--- config.mk ---
export PLATFORM = sky130hd
export DESIGN_NAME = fft_frame_sequencer_flat
export DESIGN_NICKNAME = d
export VERILOG_FILES = /design/src/rtl/fft_frame_sequencer_pkg.sv /design/src/rtl/fft_frame_sequencer_if.sv /design/src/rtl/fft_frame_sequencer_frame_buffer_pp.sv /design/src/rtl/fft_frame_sequencer.sv /design/src/flat_wrapper.sv
export SDC_FILE = /design/constraint.sdc
export NUM_CORES = 1
export LEC_CHECK = 0
export BUFFER_PORTS_ARGS = -buffer_cell sky130_fd_sc_hd__buf_2
export CAP_MARGIN = 10
export CORE_MARGIN = 3
export CORE_UTILIZATION = 28
export DETAILED_ROUTE_END_ITERATION = 16
export PLACE_DENSITY = 0.51
export SLEW_MARGIN = 20
export SYNTH_ARGS = -nofsm -noshare
export SYNTH_HDL_FRONTEND = slang
export SYNTH_HIERARCHICAL = 1
export SYNTH_SLANG_ARGS = --single-unit
--- constraint.sdc ---
create_clock -name clk -period 4.7 [get_ports clk]
set_clock_uncertainty 0.05 [all_clocks]
set_input_delay 0.94 -clock clk [delete_from_list [all_inputs] [get_ports clk]]
set_output_delay 0.94 -clock clk [all_outputs]
set_load 0.1 [all_outputs]
--- src/rtl/fft_frame_sequencer_pkg.sv ---
// Shared types and constants for the 16-point FFT front end and datapath.
// The sequencer state encoding and default frame geometry live here.
package fft_frame_sequencer_pkg;

   localparam int WIDTH_DEF   = 12;
   localparam int N_DEF       = 16;
   localparam int TIMEOUT_DEF = 8;

   typedef enum logic [1:0] {IDLE, START, WAIT} seq_state_t;

   // First-quadrant W16^k = cos - j*sin for k = 0..3, Q1.10; other powers follow by symmetry
   localparam int TW_W = 12;
   localparam logic signed [TW_W-1:0] TW_COS [4] = '{12'sd1024, 12'sd946, 12'sd724, 12'sd392};
   localparam logic signed [TW_W-1:0] TW_SIN [4] = '{12'sd0, 12'sd392, 12'sd724, 12'sd946};

endpackage

--- src/rtl/fft_frame_sequencer_if.sv ---
// Sample stream, FFT handshake and status bundle of the frame sequencer.
// master drives stimulus and the FFT done level; slave is the sequencer itself.
interface fft_frame_sequencer_if
   import fft_frame_sequencer_pkg::*;
#(
   parameter int WIDTH = WIDTH_DEF,
   parameter int N     = N_DEF
);
   logic                      enable;
   logic [WIDTH-1:0]          sample_in;
   logic                      sample_valid;
   logic                      clear_err;
   logic                      fft_start;
   logic                      fft_done;
   logic [N-1:0][WIDTH-1:0]   fft_samples;
   logic                      frame_valid;
   logic [15:0]               frame_count;
   logic                      busy;
   logic                      overrun;
   logic                      timeout_err;

   modport master (
      output enable, sample_in, sample_valid, clear_err, fft_done,
      input  fft_start, fft_samples, frame_valid, frame_count, busy, overrun, timeout_err
   );

   modport slave (
      input  enable, sample_in, sample_valid, clear_err, fft_done,
      output fft_start, fft_samples, frame_valid, frame_count, busy, overrun, timeout_err
   );
endinterface

--- src/rtl/fft_frame_sequencer_frame_buffer_pp.sv ---
// Ping-pong frame buffer: two banks of N samples filled in turn, read bank
// exposed whole to the FFT and handed back by a one-cycle release.
module fft_frame_sequencer_frame_buffer_pp
   import fft_frame_sequencer_pkg::*;
#(
   parameter int WIDTH = WIDTH_DEF,
   parameter int N     = N_DEF
) (
   input  logic                    clk,
   input  logic                    rst,
   input  logic                    wr_en_i,
   input  logic [WIDTH-1:0]        wr_data_i,
   input  logic                    release_i,
   output logic                    rd_full_o,
   output logic                    drop_o,
   output logic [N-1:0][WIDTH-1:0] rd_data_o
);
   localparam int PTR_W = $clog2(N);

   logic [1:0][N-1:0][WIDTH-1:0] bank_q;
   logic [PTR_W-1:0]             wr_ptr_q, wr_ptr_d;
   logic                         wr_bank_q, wr_bank_d;
   logic                         rd_bank_q, rd_bank_d;
   logic [1:0]                   full_q, full_d;
   logic                         accept;

   // Writes judge the registered flags, so a bank released this cycle still drops
   assign accept    = wr_en_i & ~full_q[wr_bank_q];
   assign drop_o    = wr_en_i &  full_q[wr_bank_q];
   assign rd_full_o = full_q[rd_bank_q];
   assign rd_data_o = bank_q[rd_bank_q];

   always_comb begin
      wr_ptr_d  = wr_ptr_q;
      wr_bank_d = wr_bank_q;
      rd_bank_d = rd_bank_q;
      full_d    = full_q;
      if (accept) begin
         if (wr_ptr_q == PTR_W'(N-1)) begin
            full_d[wr_bank_q] = 1'b1;
            wr_bank_d         = ~wr_bank_q;
            wr_ptr_d          = '0;
         end else begin
            wr_ptr_d = wr_ptr_q + PTR_W'(1);
         end
      end
      if (release_i) begin
         full_d[rd_bank_q] = 1'b0;
         rd_bank_d         = ~rd_bank_q;
      end
   end

   always_ff @(posedge clk or negedge rst) begin
      if (!rst) begin
         bank_q    <= '0;
         wr_ptr_q  <= '0;
         wr_bank_q <= 1'b0;
         rd_bank_q <= 1'b0;
         full_q    <= '0;
      end else begin
         wr_ptr_q  <= wr_ptr_d;
         wr_bank_q <= wr_bank_d;
         rd_bank_q <= rd_bank_d;
         full_q    <= full_d;
         if (accept) bank_q[wr_bank_q][wr_ptr_q] <= wr_data_i;
      end
   end
endmodule

--- src/rtl/fft_frame_sequencer.sv ---
// FFT front-end sequencer: launches a transform per completed frame, guards
// the done handshake with a timeout, and keeps frame count and sticky errors.
module fft_frame_sequencer
   import fft_frame_sequencer_pkg::*;
#(
   parameter int WIDTH   = WIDTH_DEF,
   parameter int N       = N_DEF,
   parameter int TIMEOUT = TIMEOUT_DEF
) (
   input  logic                 clk,
   input  logic                 rst,
   fft_frame_sequencer_if.slave bus
);
   localparam int CNT_W = $clog2(TIMEOUT);

   seq_state_t       state_q, state_d;
   logic [CNT_W-1:0] wait_cnt_q, wait_cnt_d;
   logic [15:0]      frame_count_q, frame_count_d;
   logic             overrun_q, overrun_d;
   logic             timeout_q, timeout_d;
   logic             rd_full, drop, release_bank, timed_out;

   fft_frame_sequencer_frame_buffer_pp #(.WIDTH(WIDTH), .N(N)) u_fbuf (
      .clk       (clk),
      .rst       (rst),
      .wr_en_i   (bus.enable & bus.sample_valid),
      .wr_data_i (bus.sample_in),
      .release_i (release_bank),
      .rd_full_o (rd_full),
      .drop_o    (drop),
      .rd_data_o (bus.fft_samples)
   );

   // wait_cnt_q holds the number of WAIT cycles already completed
   assign timed_out = (wait_cnt_q == CNT_W'(TIMEOUT-1));

   always_comb begin
      state_d       = state_q;
      wait_cnt_d    = wait_cnt_q;
      frame_count_d = frame_count_q;
      release_bank  = 1'b0;
      overrun_d     = overrun_q & ~bus.clear_err;
      timeout_d     = timeout_q & ~bus.clear_err;
      case (state_q)
         IDLE: if (bus.enable & rd_full) state_d = START;
         START: begin
            state_d    = WAIT;
            wait_cnt_d = '0;
         end
         WAIT: begin
            if (bus.fft_done) begin
               release_bank  = 1'b1;
               frame_count_d = frame_count_q + 16'd1;
               state_d       = IDLE;
            end else if (timed_out) begin
               release_bank = 1'b1;
               timeout_d    = 1'b1;
               state_d      = IDLE;
            end else begin
               wait_cnt_d = wait_cnt_q + CNT_W'(1);
            end
         end
         default: state_d = IDLE;
      endcase
      if (drop) overrun_d = 1'b1;
   end

   always_ff @(posedge clk or negedge rst) begin
      if (!rst) begin
         state_q       <= IDLE;
         wait_cnt_q    <= '0;
         frame_count_q <= '0;
         overrun_q     <= 1'b0;
         timeout_q     <= 1'b0;
      end else begin
         state_q       <= state_d;
         wait_cnt_q    <= wait_cnt_d;
         frame_count_q <= frame_count_d;
         overrun_q     <= overrun_d;
         timeout_q     <= timeout_d;
      end
   end

   assign bus.fft_start   = (state_q == START);
   assign bus.busy        = (state_q != IDLE);
   assign bus.frame_valid = (state_q == WAIT) & bus.fft_done;
   assign bus.frame_count = frame_count_q;
   assign bus.overrun     = overrun_q;
   assign bus.timeout_err = timeout_q;
endmodule

--- src/flat_wrapper.sv ---
// flat-port wrapper written by rule: the top's interface ports become plain ports
module fft_frame_sequencer_flat import fft_frame_sequencer_pkg::*;
#(
   parameter int WIDTH   = WIDTH_DEF,
   parameter int N       = N_DEF,
   parameter int TIMEOUT = TIMEOUT_DEF
)
  (clk, rst, bus_enable, bus_sample_in, bus_sample_valid, bus_clear_err, bus_fft_done, bus_fft_start, bus_fft_samples, bus_frame_valid, bus_frame_count, bus_busy, bus_overrun, bus_timeout_err);
  fft_frame_sequencer_if #(.WIDTH(WIDTH), .N(N)) bus_i ();
  input  logic clk;
  input  logic rst;
  input wire logic [$bits(bus_i.enable)-1:0] bus_enable;
  input wire logic [$bits(bus_i.sample_in)-1:0] bus_sample_in;
  input wire logic [$bits(bus_i.sample_valid)-1:0] bus_sample_valid;
  input wire logic [$bits(bus_i.clear_err)-1:0] bus_clear_err;
  input wire logic [$bits(bus_i.fft_done)-1:0] bus_fft_done;
  output wire logic [$bits(bus_i.fft_start)-1:0] bus_fft_start;
  output wire logic [$bits(bus_i.fft_samples)-1:0] bus_fft_samples;
  output wire logic [$bits(bus_i.frame_valid)-1:0] bus_frame_valid;
  output wire logic [$bits(bus_i.frame_count)-1:0] bus_frame_count;
  output wire logic [$bits(bus_i.busy)-1:0] bus_busy;
  output wire logic [$bits(bus_i.overrun)-1:0] bus_overrun;
  output wire logic [$bits(bus_i.timeout_err)-1:0] bus_timeout_err;
  assign bus_i.enable = bus_enable;
  assign bus_i.sample_in = bus_sample_in;
  assign bus_i.sample_valid = bus_sample_valid;
  assign bus_i.clear_err = bus_clear_err;
  assign bus_i.fft_done = bus_fft_done;
  assign bus_fft_start = bus_i.fft_start;
  assign bus_fft_samples = bus_i.fft_samples;
  assign bus_frame_valid = bus_i.frame_valid;
  assign bus_frame_count = bus_i.frame_count;
  assign bus_busy = bus_i.busy;
  assign bus_overrun = bus_i.overrun;
  assign bus_timeout_err = bus_i.timeout_err;
  fft_frame_sequencer #(.WIDTH(WIDTH), .N(N), .TIMEOUT(TIMEOUT)) u_core (.clk(clk), .rst(rst), .bus(bus_i));
endmodule
[Word level (Yosys, flattened, before mapping)]
Index checks and enable logic that the tools add are counted.
Storage, ports and cells
  flip-flop bits (word level): 415
  output and inout port bits: 213
  word-level logic and storage cells: 115
Cells by class
  add/sub/neg operators: 3
  order comparisons: 6
  equal/unequal tests: 8
  mux-type cells: 33
  bitwise operators: 14
  reduce and logical (&&, ||, !) cells: 10
Operators with widths (count)
  192-bit two-way mux: 3
  384-bit bitwise mux: 1
  192-bit demux with 1-bit select: 1
  12-bit demux with 4-bit select: 1
  16-bit by 1-bit adder with 16-bit output (second input constant): 1
  1-bit two-way mux: 13
  12-bit two-way mux: 1
  2-bit two-way mux: 6
  1-bit bitwise AND: 7
  3-bit two-way mux: 2
  2-bit case mux with 3 select lines: 1
  3-bit case mux with 2 select lines: 1
  2-bit AND reduction: 3
  4-bit by 5-bit less-than comparator with 1-bit output (second input constant): 1
  4-bit by 1-bit adder with 4-bit output (second input constant): 1
  4-bit == test (second input constant): 1
  4-bit by 1-bit >= comparator with 1-bit output (second input constant): 1
  1-bit by 2-bit less-than comparator with 1-bit output (second input constant): 2
  4-bit two-way mux: 1
  2-bit != test (second input constant): 2
  1-bit inverter: 4
  2-bit nonzero test: 2
  3-bit by 1-bit adder with 3-bit output (second input constant): 1
  3-bit == test (second input constant): 1
  other kinds (12): 16

[Depth between registers and ports, before layout]
  word-level depth: 9
  gate-level depth with buffers: 6
  gate-level depth less buffers: 6

[Cells and area by module]
The synthesis kept the hierarchy.
By module, submodules not included
  fft_frame_sequencer_frame_buffer_pp: times used 1, cells each 1145, area an instance 17281.6 µm², seq. area each 9809.4 µm²
  fft_frame_sequencer: times used 1, cells each 98, area an instance 1086.0 µm², seq. area each 575.6 µm²

[Worst setup path before layout]
OpenSTA, ideal clock, no wires.
  path kind: input to output
  start point: input port bus_fft_done
  end point: output port bus_frame_valid
  data arrival time: 2383 ps
  required time: 3710 ps
  setup slack: 1327 ps
  stages on the path: 2
  path buffers: 0
  cells stage by stage: inv_1 -> nor2_1
Between the ends
  cells in the longest elaborated chain, start to end: 1
Ends and longest elaborated chain
  start, declared: RTL line flat_wrapper.sv:16  | input wire logic [$bits(bus_i.fft_done)-1:0] bus_fft_done;
  1-bit bitwise AND: RTL line fft_frame_sequencer.sv:86  | assign bus.frame_valid = (state_q == WAIT) & bus.fft_done;
  end, declared: RTL line flat_wrapper.sv:19  | output wire logic [$bits(bus_i.frame_valid)-1:0] bus_frame_valid;
No other way between the ends.

[Worst setup path in the final report]
  start point: register u_core.u_fbuf.rd_bank_q
  end point: output port bus_fft_samples[49]
Between the ends
  cells in the longest elaborated chain, start to end: 2
Ends and longest elaborated chain
  start, declared: RTL line fft_frame_sequencer_frame_buffer_pp.sv:23  | logic rd_bank_q, rd_bank_d;
  start signal, assigned: RTL line fft_frame_sequencer_frame_buffer_pp.sv:63  | rd_bank_q <= rd_bank_d;
  192-bit two-way mux (implied by the code) (2 in series): RTL line fft_frame_sequencer_frame_buffer_pp.sv:31  | assign rd_data_o = bank_q[rd_bank_q];
  end, declared: RTL line flat_wrapper.sv:18  | output wire logic [$bits(bus_i.fft_samples)-1:0] bus_fft_samples;
No other way between the ends. The select of a mux whose other input is x is not followed.

==> out/results.ini <==
[placed_design]
portBuffers=230
gp_congestion=0.741
dp_hpwl_mm=31.0

[flow_run]
drv_cap=0

[route]
routedWlPerCell_um=21.4
met1_length_mm=23.1
finalWirelength_mm=50.4
remaining_drc_errors=0
final_antenna_net_count=0
viasPerCell=4.61
top_layer=met4
drt_pass1_iterations=4
vias=10800
first_iter_violations=373
met3_length_mm=2.03
wl_met2_mm=24.4

[critical_path]
criticalPathCategory=register to primary output
cp_slowest_stage_delay_ns=0.86
crit_family=flip-flops
required_ns=3.71
cp-end-kind=primary output
cp-start-kind=register
crit_fanout=45
cp_slowest_cell=dfrtp_4
cp_data_arrival_time_ns=2.65
crit_chain=buf_4 -> mux2_2 -> buf_2
critPathBufInv=2

[clock_network]
ctsHoldBuffers=0
cts_sinks=415
cts_buffers=50
clk_pin_slew_ns=0.06
cts_setup_buffers=0
cts_resized=0
htreeDepth=2
worstSkewPairLatency_ns=0.59
cts_tree=done
cts_max_path_buffers=3
cts-root-buf=clkbuf_16

[global_routing]
grt_pass1_vias=11600
grt_use_total_pct=14.6
grt_pass1_wl_mm=75.6
grt_max_degree=104
antenna_found_initial=3
grt.overflow.total=0

[logic_synthesis]
yosys.area.top_type_share_pct=56.5
synth_seq_cells=415
yosysMostFrequentCell=mux2_2
synth_edf_count=0
synth.largest_area_cell=dfrtp_1
syn_avg_cell_area_um2=14.8
synth_area_leaders=dfrtp_1 57%, mux2_2 31%, mux2_1 4.9%
synth_flop_cell=dfrtp_1
async_flop_share_pct=100
yosysWarnings=6
synth_area_um2=18400
syn-num-nets=1268
seq_area_frac_synth_pct=56.5
synth_common_cells=501 x mux2_2, 415 x dfrtp_1, 80 x mux2_1, 47 x clkbuf_1, 42 x buf_2
synth_cells=1243
yosysUniqueCellTypes=43

[timing]
finalCritPeriodShare_pct=77.5
worst_pin_slew_ns=0.973
slew_headroom_pct=35.1
hold_viol_final=0
finalSetupViolCount=0
fin_setup_tns_ns=0
fin_hold_ws_ns=0.377
fin_crit_ns=3.64
rsz0062_at_grt=no
finalMaxSlewViolations=0
fmaxAchievable_mhz=275

[cells_and_area]
regArea_um2=10400
multiInputGateArea_um2=7520
fillers=6381
area_growth_pct=20.4
layout.nets=1481
drive_gt1_share_pct=56.8

[outcome]
status=finished, final reports clean

[die]
die_h_um=262
coreArea_um2=64700
fp.dieW_um=262
dieArea_um2=68700
num_io_pins=231
row_count=93
start_util_pct=28.4

[hold_path]
hold_path.class=primary input to async pin

-- worst paths after layout --
path / startpoint / endpoint / slack [ns] / cells past startpoint
worst min register to register: u_core/bus.frame_count[15] / u_core/bus.frame_count[15] / 0.41 / 1
worst min-delay path: rst / u_core/u_fbuf/bank_q[263] / 0.38 / 1
worst max-delay path: u_core/u_fbuf/rd_bank_q / bus_fft_samples[49] / 1.06 / 3
min in group clk: u_core/bus.frame_count[15] / u_core/bus.frame_count[15] / 0.41 / 1
max in group asynchronous: rst / u_core/u_fbuf/bank_q[302] / 3.04 / 2
worst max register to register: u_core/u_fbuf/wr_ptr_q[2] / u_core/u_fbuf/bank_q[108] / 2.29 / 3
-- cells in the final DEF (no fill, tap or decap), types with 10 or more instances in the layout --
cell,n
clkbuf_16,50
mux2_1,80
mux2_2,501
nand2_1,30
buf_4,22
nor2_1,21
xnor2_1,10
nor2b_1,11
dfrtp_1,414
clkbuf_1,13
buf_2,229
-- sequential cells by signal (all words and copies together) (netlist names) --
signal	cells
u_core/u_fbuf/bank_q	384
u_core/bus.frame_count	16
u_core/u_fbuf/wr_ptr_q	4
u_core/wait_cnt_q	3
u_core/state_q	2
u_core/u_fbuf/full_q	2
u_core/bus.overrun	1
u_core/bus.timeout_err	1
u_core/u_fbuf/rd_bank_q	1
u_core/u_fbuf/wr_bank_q	1
-- worst register-to-register path, cell delays in order, from the launching register on --
cell	delay (ns)
dfrtp_1	0.61
or4b_1	0.68
nor2_2	0.57
mux2_2	0.41
-- cell type report --
class                   instances  area share (%)
repair buffers                257            6.45
well taps                     855            4.84
inverters                       7           0.119
multi-input cells             725            34.0
clock inverters                19            1.28
diodes                          1          0.0113
clock buffers                  70            6.32
flip-flops and latches        415            47.0
-- logic make-up after synthesis --
family | Yosys count | synth area share (%)
flops | 415 | 56.5
xor+xnor | 17 | 0.811
fa+ha+maj | 7 | 0.477
mux | 582 | 35.7
buf+inv | 103 | 2.55
simple gates | 105 | 3.43
compound gates | 14 | 0.511
-- per-layer routing --
metal / up-vias / GRT usage [%]
li1: 4839 / -
met5: - / 0
met1: 5750 / 19.9
met2: 187 / 24.4
met4: 0 / 3.45
met3: 57 / 2.51
-- metrics by stage --
stage | instances | utilization (%) | worst slack [ns] | area (um2)
3_5_place_dp | 2259 | 31.6 | 1.40 | 20400
6_report | 2349 | 34.2 | 1.06 | 22100
5_1_grt | 2348 | 34.2 | 0.931 | 22100
2_1_floorplan | 1243 | - | 1.33 | 18400
4_1_cts | 2348 | 34.2 | 0.960 | 22100
3_3_place_gp | 2259 | 31.6 | 1.44 | 20400
Power is not shown: default switching activity piles up to over one toggle a cycle in this logic, so the estimate is an artifact.
